<file path="src/rtl/gmii_tx_frame_arbiter.sv">
// Round-robin arbiter that merges two byte-stream frame sources onto one GMII transmit port,
// adding preamble/SFD, flagging underrun/oversize with TX_ER and enforcing inter-packet gap.
module gmii_tx_frame_arbiter #(
    parameter int IPG_CYCLES = 12,
    parameter int MAX_LEN    = 1518
) (
    input  logic       GTX_CLK,
    input  logic       mr_main_reset,
    input  logic       req0_valid,
    input  logic [7:0] req0_data,
    input  logic       req0_last,
    output logic       req0_ready,
    input  logic       req1_valid,
    input  logic [7:0] req1_data,
    input  logic       req1_last,
    output logic       req1_ready,
    input  logic       transmitting,
    output logic [7:0] TXD,
    output logic       TX_EN,
    output logic       TX_ER,
    output logic [1:0] grant,
    output logic [7:0] err_count
);

    localparam int DATA_W = 8;
    localparam int LEN_W  = ($clog2(MAX_LEN + 2) > 11) ? $clog2(MAX_LEN + 2) : 11;
    localparam int IPG_W  = (IPG_CYCLES > 1) ? $clog2(IPG_CYCLES) : 1;

    localparam logic [LEN_W-1:0]  LEN_MAX  = LEN_W'(MAX_LEN);
    localparam logic [IPG_W-1:0]  IPG_LAST = IPG_W'(IPG_CYCLES - 1);
    localparam logic [2:0]        PRE_LAST = 3'd6;
    localparam logic [DATA_W-1:0] PRE_BYTE = 8'h55;
    localparam logic [DATA_W-1:0] SFD_BYTE = 8'hD5;

    typedef enum logic [2:0] {
        S_IDLE,
        S_PRE,
        S_SFD,
        S_DATA,
        S_DRAIN,
        S_IPG
    } state_t;

    state_t            state, state_nxt;
    logic [1:0]        grant_nxt;
    logic              last_src, last_src_nxt;
    logic [2:0]        pre_cnt, pre_cnt_nxt;
    logic [LEN_W-1:0]  len_cnt, len_cnt_nxt;
    logic [IPG_W-1:0]  ipg_cnt, ipg_cnt_nxt;
    logic [7:0]        err_nxt;
    logic [DATA_W-1:0] txd_nxt;
    logic              tx_en_nxt;
    logic              tx_er_nxt;

    logic              sel_valid;
    logic              sel_last;
    logic [DATA_W-1:0] sel_data;
    logic              pick1;
    logic              fwd_phase;

    function automatic logic [7:0] sat_inc8(input logic [7:0] v);
        return (v == 8'hFF) ? v : v + 8'd1;
    endfunction

    // Ready is combinational so a byte is taken on the same edge it is forwarded.
    assign fwd_phase  = (state == S_DATA) || (state == S_DRAIN);
    assign req0_ready = fwd_phase && grant[0];
    assign req1_ready = fwd_phase && grant[1];

    assign sel_valid  = grant[1] ? req1_valid : req0_valid;
    assign sel_last   = grant[1] ? req1_last  : req0_last;
    assign sel_data   = grant[1] ? req1_data  : req0_data;

    // last_src holds the source served most recently; on a tie the other one wins.
    assign pick1      = (req0_valid && req1_valid) ? ~last_src : req1_valid;

    always_comb begin
        state_nxt    = state;
        grant_nxt    = grant;
        last_src_nxt = last_src;
        pre_cnt_nxt  = pre_cnt;
        len_cnt_nxt  = len_cnt;
        ipg_cnt_nxt  = ipg_cnt;
        err_nxt      = err_count;
        txd_nxt      = '0;
        tx_en_nxt    = 1'b0;
        tx_er_nxt    = 1'b0;

        unique case (state)
            S_IDLE: begin
                if (req0_valid || req1_valid) begin
                    grant_nxt   = pick1 ? 2'b10 : 2'b01;
                    pre_cnt_nxt = '0;
                    len_cnt_nxt = '0;
                    state_nxt   = S_PRE;
                end
            end

            S_PRE: begin
                tx_en_nxt = 1'b1;
                txd_nxt   = PRE_BYTE;
                if (pre_cnt == PRE_LAST) begin
                    state_nxt = S_SFD;
                end else begin
                    pre_cnt_nxt = pre_cnt + 3'd1;
                end
            end

            S_SFD: begin
                tx_en_nxt = 1'b1;
                txd_nxt   = SFD_BYTE;
                state_nxt = S_DATA;
            end

            S_DATA: begin
                tx_en_nxt = 1'b1;
                if (!sel_valid) begin
                    tx_er_nxt = 1'b1;
                    err_nxt   = sat_inc8(err_count);
                    state_nxt = S_DRAIN;
                end else if (len_cnt == LEN_MAX) begin
                    // Byte MAX_LEN+1 is swallowed; a last flag on it ends the frame here.
                    tx_er_nxt = 1'b1;
                    err_nxt   = sat_inc8(err_count);
                    if (sel_last) begin
                        ipg_cnt_nxt  = '0;
                        len_cnt_nxt  = '0;
                        last_src_nxt = grant[1];
                        state_nxt    = S_IPG;
                    end else begin
                        state_nxt = S_DRAIN;
                    end
                end else begin
                    txd_nxt     = sel_data;
                    len_cnt_nxt = len_cnt + 1'b1;
                    if (sel_last) begin
                        ipg_cnt_nxt  = '0;
                        len_cnt_nxt  = '0;
                        last_src_nxt = grant[1];
                        state_nxt    = S_IPG;
                    end
                end
            end

            S_DRAIN: begin
                if (sel_valid && sel_last) begin
                    ipg_cnt_nxt  = '0;
                    len_cnt_nxt  = '0;
                    last_src_nxt = grant[1];
                    state_nxt    = S_IPG;
                end
            end

            S_IPG: begin
                len_cnt_nxt = '0;
                if ((ipg_cnt == IPG_LAST) && !transmitting) begin
                    grant_nxt = 2'b00;
                    state_nxt = S_IDLE;
                end else if (ipg_cnt != IPG_LAST) begin
                    ipg_cnt_nxt = ipg_cnt + 1'b1;
                end
            end

            default: begin
                grant_nxt = 2'b00;
                state_nxt = S_IDLE;
            end
        endcase
    end

    always_ff @(posedge GTX_CLK or negedge mr_main_reset) begin
        if (!mr_main_reset) begin
            state     <= S_IDLE;
            grant     <= 2'b00;
            last_src  <= 1'b1;
            pre_cnt   <= '0;
            len_cnt   <= '0;
            ipg_cnt   <= '0;
            err_count <= 8'h00;
            TXD       <= '0;
            TX_EN     <= 1'b0;
            TX_ER     <= 1'b0;
        end else begin
            state     <= state_nxt;
            grant     <= grant_nxt;
            last_src  <= last_src_nxt;
            pre_cnt   <= pre_cnt_nxt;
            len_cnt   <= len_cnt_nxt;
            ipg_cnt   <= ipg_cnt_nxt;
            err_count <= err_nxt;
            TXD       <= txd_nxt;
            TX_EN     <= tx_en_nxt;
            TX_ER     <= tx_er_nxt;
        end
    end

endmodule
</file>
<file path="config.mk">
export PLATFORM = sky130hd
export DESIGN_NAME = gmii_tx_frame_arbiter
export DESIGN_NICKNAME = d
export VERILOG_FILES = /design/src/rtl/gmii_tx_frame_arbiter.sv
export SDC_FILE = /design/constraint.sdc
export NUM_CORES = 1
export LEC_CHECK = 0
export CAP_MARGIN = 20
export CORE_MARGIN = 4
export CORE_UTILIZATION = 40
export CTS_CLUSTER_DIAMETER = 60
export DETAILED_ROUTE_END_ITERATION = 10
export GPL_ROUTABILITY_DRIVEN = 0
export PLACE_DENSITY = 0.65
export SETUP_SLACK_MARGIN = 0.3
export SYNTH_ARGS = -nofsm -noshare
export SYNTH_HDL_FRONTEND = slang
export SYNTH_SLANG_ARGS = --single-unit
</file>
<file path="constraint.sdc">
create_clock -name GTX_CLK -period 5.4 [get_ports GTX_CLK]
set_clock_uncertainty 0.2 [all_clocks]
set_input_delay 1.08 -clock GTX_CLK [delete_from_list [all_inputs] [get_ports GTX_CLK]]
set_output_delay 1.08 -clock GTX_CLK [all_outputs]
set_load 0.1 [all_outputs]
</file>
* After elaboration in Yosys (flattened, before gate mapping)
Cells that the tools add are included.
Word-level totals: input bits 23, output and inout bits 22, bits in registers 42
Operators by class: bitwise operators 2, reduce and logical (&&, ||, !) cells 22, equal/unequal tests 22, add/subtract/negate cells 4, multiplexer cells 47
Operator list (count):
- $mux 11 | 6
- $mux 8 | 6
- $pmux 11 s4 | 1
- $mux 3 | 9
- $pmux 8 s3 | 1
- $mux 4 | 5
- $pmux 3 s6 | 1
- $ne 2x2->1 const B | 8
- $pmux 4 s3 | 1
- $add 11x1->11 const B | 1
- $eq 11x11->1 const B | 1
- $mux 1 | 11
- $reduce_and 5->1 | 2
- $eq 3x3->1 const B | 3
- $add 8x1->8 const B | 1
- $eq 8x8->1 const B | 1
- $eq 3x2->1 const B | 2
- $mux 2 | 3
- $pmux 2 s3 | 1
- $pmux 3 s2 | 1
- $reduce_and 3->1 | 2
- $reduce_and 6->1 | 1
- $logic_and 1x1->1 | 5
- $add 4x1->4 const B | 1
- 19 further kinds | 23

* Longest topological paths before layout
depth after elaboration 5, mapped depth 7

* Least setup slack after synthesis
No wires, ideal clock.
path type reg2out, start register grant[0], end output req0_ready, stages on the path, launching flop included 2, path slack 1.747 ns, arrival 2.373 ns, path buffers 0, cells stage by stage dfrtp_1 -> nor2b_1
On the way: word-level cells in the longest chain between the ends 1
Ends and longest elaborated chain:
- start, declared | line 21 | output logic [1:0] grant,
- start signal, assigned | line 185 | grant <= grant_nxt;
- $logic_and 1x1->1 | line 67 | assign req0_ready = fwd_phase && grant[0];
- end, declared | line 12 | output logic req0_ready,
No other way between the ends.

* Final worst setup path
start register state[1], end output req1_ready
On the way: word-level cells in the longest chain between the ends 3, elaborated cells between the ends (all ways) 4, classes of those cells eq/ne (2); reduce/logical (2)
Ends and longest elaborated chain:
- start, declared | line 44 | state_t state, state_nxt;
- start signal, assigned | line 184 | state <= state_nxt;
- $eq 3x2->1 or $eq 3x3->1 (tied branches) | line 66 | assign fwd_phase = (state == S_DATA) || (state == S_DRAIN);
- $logic_or 1x1->1 (*) | line 66
- $logic_and 1x1->1 (*) | line 68 | assign req1_ready = fwd_phase && grant[1];
- end, declared | line 16 | output logic req1_ready,
Mark *: on every way between the ends. The rest lies on a longest branch, timed or not.

==> impl_metrics.csv <==
group,metric,value,unit
die,io_pins,45,
synthesis,number_of_flops_mapped_to_enable_cells_by_yosys,0,
die,height_of_the_chip,85.7,um
timing,timing.max_slew.rel_slack,33.0,%
worst_hold_path,holdCritPathClass,"reg2reg",
drt,drc,0,
clock_tree,cts.sinks,42,
clock_tree,cts.clk_slew.worst_paths,80,ps
die,dieArea,7340,um2
timing,report.final.hold_viol_count,0,
clock_tree,cts_root_buf,"sky130_fd_sc_hd__clkbuf_8",
global_route,global_route.overflow_total,0,
drt,wl_per_cell,15.6,um
synthesis,yosys.cell_count.top_type,"sky130_fd_sc_hd__dfrtp_1",
synthesis,ys_dominant_reg_cell,"sky130_fd_sc_hd__dfrtp_1",
cells_and_area,synthToLayoutAreaGrowth,24.2,%
clock_tree,clkLatencyLatePin,300,ps
synthesis,post_synth.cell_area_avg,9.82,um2
synthesis,syn-num-nets,275,
worst_setup_path,critPathCaptureType,"primary output",
drt,vias_per_cell,5.71,
timing,timing_max_transition_violations_final,0,
power_and_ir_drop,power.static_leakage,0.00126,uW
timing,fmax,259,MHz
synthesis,seq_area_frac_synth,43.6,%
synthesis,synthDistinctLibCells,56,
synthesis,post_synthesis_register_bit_count,42,
cells_and_area,layout-drive-gt1-share,8.01,%
clock_tree,cts_hold_buf,0,
placement,post-place-ws,1870,ps
clock_tree,cts_max_path_buffers,2,
cells_and_area,finish.utilization,51.0,%
global_route,grt_pass1_vias,1988,
timing,layout_min_cycle_time,3870,ps
worst_setup_path,critPathRequiredTime,4120,ps
drt,drt_first_iter_violations,106,
clock_tree,cts_buffers,5,
power_and_ir_drop,seqPwrFrac,30.1,%
placement,portBuffers,44,
drt,num_vias,2066,
power_and_ir_drop,power_switching_share,52.1,%
global_route,pin_count_of_the_biggest_net_entering_global_routing,43,
synthesis,synth_top_cells_by_area,"sky130_fd_sc_hd__dfrtp_1, sky130_fd_sc_hd__mux2i_1, sky130_fd_sc_hd__mux2_2",
die,dieWidth,85.7,um
synthesis,netlist_instances,246,
timing,fin_crit_sh,71.6,%
die,floorplan.rows,28,
worst_setup_path,path_class,"reg2out",
global_route,groute.usage.overall,16.3,%
cells_and_area,post_layout_nonfiller_instances,362,
power_and_ir_drop,peakVddDrop,0.000573,V
timing,unrepaired_setup_endpoints_after_global_routing,"no",
timing,timing.final.ws_setup,1530,ps
clock_tree,post-cts-setup-buffer-count,0,
power_and_ir_drop,netSwitchingPower,892,uW
die,initial_utilization,41.0,%
synthesis,asyncSetResetFlopFracSynth,100,%
cells_and_area,nets,315,
power_and_ir_drop,p_int,821,uW
job,maxCapViolations,0,
clock_tree,ctsHtreeMaxLevel,2,
timing,number_of_endpoints_failing_setup_at_the_final_stage,0,
placement,hpwl,4.12,mm
run_status,status,"completed",
timing,setup-tns-final,0,ps
synthesis,synth_top_cell_by_area,"sky130_fd_sc_hd__dfrtp_1",
drt,dr.pass1.iters,4,
synthesis,commonest_cells_in_the_synthesized_netlist,"sky130_fd_sc_hd__dfrtp_1, sky130_fd_sc_hd__nand2_1, sky130_fd_sc_hd__nor2_1",
synthesis,ys_warn_count,0,
cells_and_area,antennaDiodeCount,0,
timing,worst_slew_pin_slew,1000,ps
drt,routed_wirelength,5.63,mm
worst_setup_path,critical_path_arrival,2590,ps
placement,dp.cells,354,
die,core_area,5890,um2
worst_setup_path,critical_path.startpoint_type,"flip-flop",
clock_tree,clock_tree_from_tritoncts,"yes",
drt,drt.antenna.violating_nets,0,
synthesis,netlist.area_leader.share,42.5,%
synthesis,synthesis.area,2410,um2
power_and_ir_drop,power_frac_clock,14.5,%
global_route,initial_antenna_violation_count,0,
clock_tree,post_cts_resized,0,
worst_setup_path,critPathMaxFanout,14,
power_and_ir_drop,portion_of_total_power_attributed_to_combinational_logic,55.4,%
global_route,grt_pass1_wl,9.60,mm
power_and_ir_drop,power_density,571,nW/um2
[path summary, 6_finish.rpt]
| check | depth (start not counted) | slack (ps) | from | endpoint |
|---|---|---|---|---|
| worst max register to register | 4 | 2510 | grant[1] | ipg_cnt[0] |
| max in group asynchronous | 1 | 3700 | mr_main_reset | ipg_cnt[3] |
| worst min register to register | 1 | 320 | len_cnt[8] | len_cnt[8] |
| worst max-delay path | 4 | 1530 | state[1] | req1_ready |
| min in group asynchronous | 1 | 720 | mr_main_reset | TXD[1] |
| worst min-delay path | 1 | 320 | len_cnt[8] | len_cnt[8] |
[stage by stage]
stage          instance area, um2  hold slack [ps]  total power (uW)
4_1_cts                      3000              328              1730
5_1_grt                      3000              337              1820
2_1_floorplan                2410              265              1250
3_5_place_dp                 2890              311              1480
6_report                     3000              325              1710
3_3_place_gp                 2890              297              1460
[final cells by class]
| class | count | area [um2] |
|---|---|---|
| Clock buffer | 5 | 68.8 |
| Clock inverter | 3 | 40.0 |
| Fill cell | 560 | 2890 |
| Inverter | 10 | 37.5 |
| Multi-Input combinational cell | 183 | 1270 |
| Sequential cell | 42 | 1050 |
| Tap cell | 75 | 93.8 |
| Timing Repair Buffer | 44 | 435 |
[sequential cells by signal, indices dropped and copies added (netlist names)]
name,flops
pre_cnt,3
err_count,8
len_cnt,11
state,3
TX_ER,1
TXD,8
grant,2
TX_EN,1
ipg_cnt,4
last_src,1
[kinds of logic (layout without fill, tap and decap cells)]
| logic type | count (synthesis) | after routing | synth area share (%) |
|---|---|---|---|
| buf+inv | 21 | 62 | 3.73 |
| mux | 18 | 18 | 7.82 |
| flops | 42 | 42 | 43.6 |
| fa+ha+maj | 6 | 6 | 3.11 |
| simple gates | 93 | 93 | 22.2 |
| compound gates | 61 | 61 | 17.7 |
| xor+xnor | 5 | 5 | 1.81 |
[worst max-delay path, cell delays in order, from the launching register on]
cell                              delay, ps
sky130_fd_sc_hd__dfrtp_1                600
sky130_fd_sc_hd__and3b_1                270
sky130_fd_sc_hd__a21oi_1                130
sky130_fd_sc_hd__nor2b_1                150
sky130_fd_sc_hd__clkdlybuf4s50_1       1140
[power by group through the flow]
| stage | registers, uW | logic, uW | clock network, uW |
|---|---|---|---|
| after floorplan | 807 | 444 | 0 |
| after global placement | 518 | 945 | 0 |
| after detailed placement | 522 | 955 | 0 |
| after CTS | 515 | 957 | 255 |
| after global routing | 536 | 1010 | 272 |
| final | 516 | 949 | 248 |
[layer usage]
metal	track usage [%]	wire length, um	up-vias
met5	0	0	-
met4	4.32	38	0
met3	4.23	240	4
met2	26.2	2660	39
met1	22.0	2690	1012
li1	-	-	1011
[cell usage in the layout, fill, tap and decap left out, types with 6 or more instances in the layout]
cell type	count
sky130_fd_sc_hd__nor4_1	6
sky130_fd_sc_hd__dfrtp_1	41
sky130_fd_sc_hd__ha_1	6
sky130_fd_sc_hd__o21ai_0	11
sky130_fd_sc_hd__inv_1	10
sky130_fd_sc_hd__nor2_1	15
sky130_fd_sc_hd__clkdlybuf4s50_1	43
sky130_fd_sc_hd__mux2_2	7
sky130_fd_sc_hd__a31oi_1	7
sky130_fd_sc_hd__a21oi_1	11
sky130_fd_sc_hd__nand2_1	20
sky130_fd_sc_hd__mux2i_1	11
sky130_fd_sc_hd__nand3_1	11
Note: power is estimated with default switching activity, not from simulation.
